==> config.mk <==
export PLATFORM = sky130hd
export DESIGN_NAME = mem_port_arbiter
export DESIGN_NICKNAME = d
export VERILOG_FILES = /design/src/rtl/mem_port_arbiter.sv
export SDC_FILE = /design/constraint.sdc
export NUM_CORES = 1
export LEC_CHECK = 0
export CORE_MARGIN = 4
export CORE_UTILIZATION = 42
export CTS_CLUSTER_SIZE = 24
export DETAILED_ROUTE_END_ITERATION = 7
export GPL_TIMING_DRIVEN = 0
export HOLD_SLACK_MARGIN = 0.05
export PLACE_DENSITY = 0.84
export SYNTH_ARGS = -nofsm -noshare
export SYNTH_HDL_FRONTEND = slang
export SYNTH_SLANG_ARGS = --single-unit
==> constraint.sdc <==
create_clock -name clk -period 2.55 [get_ports clk]
set_clock_uncertainty 0.1 [all_clocks]
set_input_delay 0.51 -clock clk [delete_from_list [all_inputs] [get_ports clk]]
set_output_delay 0.51 -clock clk [all_outputs]
set_load 0.01 [all_outputs]
==> src/rtl/mem_port_arbiter.sv <==
// mem_port_arbiter
// Arbitrates the unified instruction/data memory between the multicycle core
// and the debug/program-loader port. Every access runs IDLE -> ISSUE ->
// (WAIT) -> RESP, and the winning requester gets a one-cycle ack at the end.
// All outputs are registered. last_owner and owner are the same register:
// owner always names the port that was granted most recently.
module mem_port_arbiter #(
    parameter int AW       = 32,
    parameter int DW       = 32,
    parameter int READ_LAT = 2     // legal range 1..15 (4-bit wait counter)
) (
    input  logic          clk,
    input  logic          reset,
    // core side
    input  logic          cpu_req,
    input  logic          cpu_we,
    input  logic [AW-1:0] cpu_addr,
    input  logic [DW-1:0] cpu_wdata,
    output logic [DW-1:0] cpu_rdata,
    output logic          cpu_ack,
    // debug / loader side
    input  logic          dbg_req,
    input  logic          dbg_we,
    input  logic [AW-1:0] dbg_addr,
    input  logic [DW-1:0] dbg_wdata,
    output logic [DW-1:0] dbg_rdata,
    output logic          dbg_ack,
    input  logic          dbg_lock,
    // memory macro side
    output logic          mem_en,
    output logic          mem_we,
    output logic [AW-1:0] mem_addr,
    output logic [DW-1:0] mem_wdata,
    input  logic [DW-1:0] mem_rdata,
    // status
    output logic          busy,
    output logic          owner
);

    typedef enum logic [1:0] {
        ST_IDLE  = 2'd0,
        ST_ISSUE = 2'd1,
        ST_WAIT  = 2'd2,
        ST_RESP  = 2'd3
    } state_t;

    // Counter reload value: the counter reaches zero in the cycle where
    // mem_rdata becomes valid.
    localparam logic [3:0] LAT_M1 = 4'(READ_LAT - 1);

    localparam logic OWN_CPU = 1'b0;
    localparam logic OWN_DBG = 1'b1;

    state_t        r_state;
    logic          r_we;          // latched write flag of the access in flight
    logic [3:0]    r_cnt;         // read latency down-counter
    logic          r_owner;       // current / last owner, also last_owner
    logic          r_busy;
    logic          r_mem_en;
    logic          r_mem_we;
    logic          r_cpu_ack;
    logic          r_dbg_ack;
    logic [AW-1:0] r_mem_addr;
    logic [DW-1:0] r_mem_wdata;
    logic [DW-1:0] r_cpu_rdata;
    logic [DW-1:0] r_dbg_rdata;

    logic          w_cpu_elig;
    logic          w_dbg_elig;
    logic          w_any_elig;
    logic          w_pick_dbg;
    logic          w_grant;
    logic          w_sel_we;
    logic [AW-1:0] w_sel_addr;
    logic [DW-1:0] w_sel_wdata;
    logic          w_capture;

    // The lock only holds off new core grants; debug is always eligible.
    assign w_cpu_elig = cpu_req & ~dbg_lock;
    assign w_dbg_elig = dbg_req;
    assign w_any_elig = w_cpu_elig | w_dbg_elig;

    // Debug wins when it is alone, or on a tie when the core went last.
    // Reset leaves r_owner at dbg so the core wins the first tie.
    assign w_pick_dbg = w_dbg_elig & (~w_cpu_elig | (r_owner == OWN_CPU));

    assign w_grant     = (r_state == ST_IDLE) & w_any_elig;
    assign w_sel_we    = w_pick_dbg ? dbg_we    : cpu_we;
    assign w_sel_addr  = w_pick_dbg ? dbg_addr  : cpu_addr;
    assign w_sel_wdata = w_pick_dbg ? dbg_wdata : cpu_wdata;

    // Read data is sampled in the last WAIT cycle, where it is valid.
    assign w_capture = (r_state == ST_WAIT) & (r_cnt == 4'd0);

    // Access sequencer: state, handshake pulses, strobes and ownership.
    always_ff @(posedge clk) begin
        if (!reset) begin
            r_state   <= ST_IDLE;
            r_we      <= 1'b0;
            r_cnt     <= 4'd0;
            r_owner   <= OWN_DBG;
            r_busy    <= 1'b0;
            r_mem_en  <= 1'b0;
            r_mem_we  <= 1'b0;
            r_cpu_ack <= 1'b0;
            r_dbg_ack <= 1'b0;
        end else begin
            // Strobes and acks are single-cycle pulses by default.
            r_mem_en  <= 1'b0;
            r_mem_we  <= 1'b0;
            r_cpu_ack <= 1'b0;
            r_dbg_ack <= 1'b0;
            case (r_state)
                ST_IDLE: begin
                    if (w_any_elig) begin
                        r_owner  <= w_pick_dbg;
                        r_we     <= w_sel_we;
                        r_mem_en <= 1'b1;
                        r_mem_we <= w_sel_we;
                        r_busy   <= 1'b1;
                        r_state  <= ST_ISSUE;
                    end
                end
                ST_ISSUE: begin
                    if (r_we) begin
                        // Writes complete as soon as the strobe has gone out.
                        r_cpu_ack <= (r_owner == OWN_CPU);
                        r_dbg_ack <= (r_owner == OWN_DBG);
                        r_state   <= ST_RESP;
                    end else begin
                        r_cnt   <= LAT_M1;
                        r_state <= ST_WAIT;
                    end
                end
                ST_WAIT: begin
                    if (r_cnt == 4'd0) begin
                        r_cpu_ack <= (r_owner == OWN_CPU);
                        r_dbg_ack <= (r_owner == OWN_DBG);
                        r_state   <= ST_RESP;
                    end else begin
                        r_cnt <= r_cnt - 4'd1;
                    end
                end
                ST_RESP: begin
                    r_busy  <= 1'b0;
                    r_state <= ST_IDLE;
                end
                default: begin
                    r_busy  <= 1'b0;
                    r_state <= ST_IDLE;
                end
            endcase
        end
    end

    // Address/data latches toward memory and per-port read-data holding registers.
    always_ff @(posedge clk) begin
        if (!reset) begin
            r_mem_addr  <= '0;
            r_mem_wdata <= '0;
            r_cpu_rdata <= '0;
            r_dbg_rdata <= '0;
        end else begin
            if (w_grant) begin
                r_mem_addr  <= w_sel_addr;
                r_mem_wdata <= w_sel_wdata;
            end
            // Each port's register changes only on that port's own reads.
            if (w_capture && (r_owner == OWN_CPU)) begin
                r_cpu_rdata <= mem_rdata;
            end
            if (w_capture && (r_owner == OWN_DBG)) begin
                r_dbg_rdata <= mem_rdata;
            end
        end
    end

    assign cpu_rdata = r_cpu_rdata;
    assign cpu_ack   = r_cpu_ack;
    assign dbg_rdata = r_dbg_rdata;
    assign dbg_ack   = r_dbg_ack;
    assign mem_en    = r_mem_en;
    assign mem_we    = r_mem_we;
    assign mem_addr  = r_mem_addr;
    assign mem_wdata = r_mem_wdata;
    assign busy      = r_busy;
    assign owner     = r_owner;

endmodule
==> results.json <==
{
  "status": "complete, no violations",
  "swShare_pct": 27.9,
  "portBuffers": 300,
  "gp_congestion": 0.793,
  "rsz0062_at_grt": "no",
  "intPower_mw": 5.81,
  "p_leak_nw": 3.64,
  "dp_cells": 1045,
  "worstPathRequired_ns": 1.94,
  "pin_count": 301,
  "period_share_pct": 84.0,
  "synth_ff_type": "dfxtp_1",
  "slowest_stage": "clkdlybuf4s50_1",
  "clock-sinks": 141,
  "wl_mm": 18.0,
  "cpLargestDelayFamily": "buffers and inverters",
  "worstPathArrival_ns": 1.53,
  "relSlewSlack_pct": 53.3,
  "synth-async-reset-ratio_pct": 0,
  "num-nets-final": 1062,
  "endpoint_kind": "output pin",
  "post_cts_buffers": 0,
  "cp.buffers_inverters": 1,
  "total_power_mw": 8.06,
  "clkLatencyLatePin_ns": 0.41,
  "slowest_delay_ns": 0.62,
  "path_cells": "clkdlybuf4s50_1",
  "cts_hold_buf": 0,
  "critPathLaunchType": "flop",
  "netlist_top_cells_area": "dfxtp_1 50%, mux2i_1 12%, o2bb2ai_1 10%",
  "grt_overflow_total": 0,
  "grt_usage_pct": 22.1,
  "fmax_ghz": 0.467,
  "htree_levels": 4,
  "synth_top_area_share_pct": 50.0,
  "p_seq_share_pct": 35.7,
  "instances_no_fill": 1076,
  "cts_buffer_depth": 2,
  "grt_pass1_wl_mm": 26.3,
  "grt_max_degree": 17,
  "rows": 42,
  "drtIter0Drc": 251,
  "synth_seq_cells": 141,
  "syn_to_final_growth_pct": 68.8,
  "detail-route-antenna-nets": 0,
  "core_area_mm2": 0.0132,
  "ys_types": 43,
  "via_per_inst": 4.90,
  "vias": 5269,
  "p_sw_mw": 2.25,
  "cts_resized": 0,
  "powerDensity_mw_per_mm2": 846,
  "yosysWarnings": 0,
  "initial_core_util_pct": 42.8,
  "maxSlewViolCount": 0,
  "antenna_found_initial": 0,
  "hpwl_mm": 13.9,
  "clock_power_share_pct": 34.3,
  "die_h_um": 124,
  "synth_fp_nets": 743,
  "synthCells": 569,
  "path_clk_slew_ns": 0.06,
  "num-fill-cells": 990,
  "p_comb_share_pct": 30.0,
  "cts_inserted_buffers": 17,
  "n_antenna_cell": 0,
  "fp.dieW_um": 124,
  "cts_tree": "built",
  "hold_viol": 0,
  "drc_errors": 0,
  "syn-mean-instance-area_um2": 9.92,
  "final.min_clock_period_ns": 2.14,
  "ir_drop_uv": 440,
  "die-area_mm2": 0.0154,
  "setup_violations": 0,
  "grt_pass1_vias": 5129,
  "drive_gt1_share_pct": 8.67,
  "holdCritPathClass": "flop to flop",
  "tightest_slew_ns": 0.694,
  "wl_per_cell_um": 16.7,
  "max_cap_viol_count": 0,
  "crit_type": "flop to output pin",
  "path_max_fanout": 9,
  "synth-edff-count": 0,
  "dr.pass1.iters": 4,
  "tns_ns": 0,
  "synth_seq_area_share_pct": 50.0,
  "synth_top_area_cell": "dfxtp_1",
  "syn_area_mm2": 0.00564,
  "cts_root_buf": "clkbuf_16"
}
==> through the flow <==
step / hold slack (ns) / setup WS [ns] / area (um2) / util [%]
6_report: 0.353 / 0.408 / 9530 / 72.2
5_1_grt: 0.367 / 0.259 / 9530 / 72.2
4_1_cts: 0.354 / 0.379 / 9530 / 72.2
3_5_place_dp: 0.345 / 0.111 / 8870 / 67.2
3_3_place_gp: 0.340 / 0.153 / 8870 / 67.2
2_1_floorplan: 0.354 / 0.823 / 5640 / -
==> registers in the layout, indices dropped and copies added (netlist names) <==
register,cells
r_state,2
busy,1
mem_addr,32
r_cnt,4
cpu_ack,1
r_we,1
cpu_rdata,32
mem_we,1
dbg_ack,1
owner,1
mem_en,1
mem_wdata,32
dbg_rdata,32
==> area by class of cell <==
class                      instances  area, um2  area share, %
clock inverter                    12        218           2.29
clock buffer                      19        443           4.65
sequential                       141       2820           29.6
inverter                           8       30.0          0.315
multi-input combinational        376       2460           25.8
tap                              176        220           2.31
timing repair buffer             300       3000           31.5
buffer                            44        329           3.45
==> power groups by stage <==
stage               clock network (mW)  logic [mW]  registers (mW)
global route                      2.89        2.61            2.92
floorplan                            0       0.921            3.07
CTS                               2.80        2.45            2.87
detailed placement                   0        2.44            2.90
global placement                     0        2.40            2.90
finish                            2.77        2.42            2.88
==> cell families (layout without fill, tap and decap cells) <==
logic type / after synthesis / in the layout / share of synthesized area [%]
adders and majority gates: 7 / 7 / 1.55
and+or+nand+nor: 155 / 155 / 11.6
AOI/OAI and AO/OA: 148 / 148 / 18.8
buffers and inverters: 52 / 383 / 6.36
muxes: 66 / 66 / 11.7
DFF: 141 / 141 / 50.0
==> per-layer routing <==
layer | global-route usage [%] | part of all wire (%)
met1 | 25.3 | 38
met2 | 39.0 | 51
met3 | 7.45 | 9.7
met4 | 6.98 | 1.2
met5 | 0 | 0
==> worst register-to-register path, delay by kind of cell (launching register included) <==
| kind | cells | cell delay [ns] |
|---|---|---|
| buffers and inverters | 1 | 0.13 |
| adders and majority gates | 1 | 0.33 |
| muxes | 1 | 0.20 |
| AOI/OAI and AO/OA | 2 | 0.87 |
| DFF | 1 | 0.34 |
==> final timing paths <==
kind	start	end	slack, ns	depth (start not counted)
hold reg to reg	dbg_rdata[8]$_SDFFE_PN0P_	dbg_rdata[8]$_SDFFE_PN0P_	0.35	2
setup / recovery	owner$_SDFFE_PN1P_	owner	0.41	1
hold / removal	dbg_rdata[8]$_SDFFE_PN0P_	dbg_rdata[8]$_SDFFE_PN0P_	0.35	2
setup reg to reg	r_state[0]$_SDFFE_PN0P_	r_state[1]$_SDFFE_PN0P_	0.50	5
==> cells in the final DEF (no fill, tap or decap), types with 2 or more instances in the layout <==
cell | synthesis | routed
clkdlybuf4s50_1 | 0 | 300
clkbuf_16 | 0 | 17
ha_1 | 7 | 7
o2bb2ai_1 | 65 | 65
clkinv_2 | 0 | 4
clkbuf_8 | 1 | 2
clkinv_4 | 0 | 2
o21ai_0 | 4 | 4
o211ai_1 | 2 | 2
buf_6 | 13 | 13
a21oi_1 | 57 | 57
a21oi_2 | 11 | 11
buf_2 | 6 | 6
inv_1 | 8 | 8
buf_4 | 10 | 10
nor2_1 | 4 | 4
clkbuf_1 | 12 | 13
mux2i_1 | 66 | 66
nand2_1 | 135 | 135
dfxtp_1 | 141 | 141
bufinv_16 | 0 | 6
==> cells in the mapped netlist (all sizes together) (2+ instances only) <==
library cell    n
dfxtp         141
nand2         135
a21oi          68
mux2i          66
o2bb2ai        65
buf            31
clkbuf         13
inv             8
ha              7
nor2            4
o21ai           4
o211ai          2
or2             2
(Power assumes the default switching activity.)
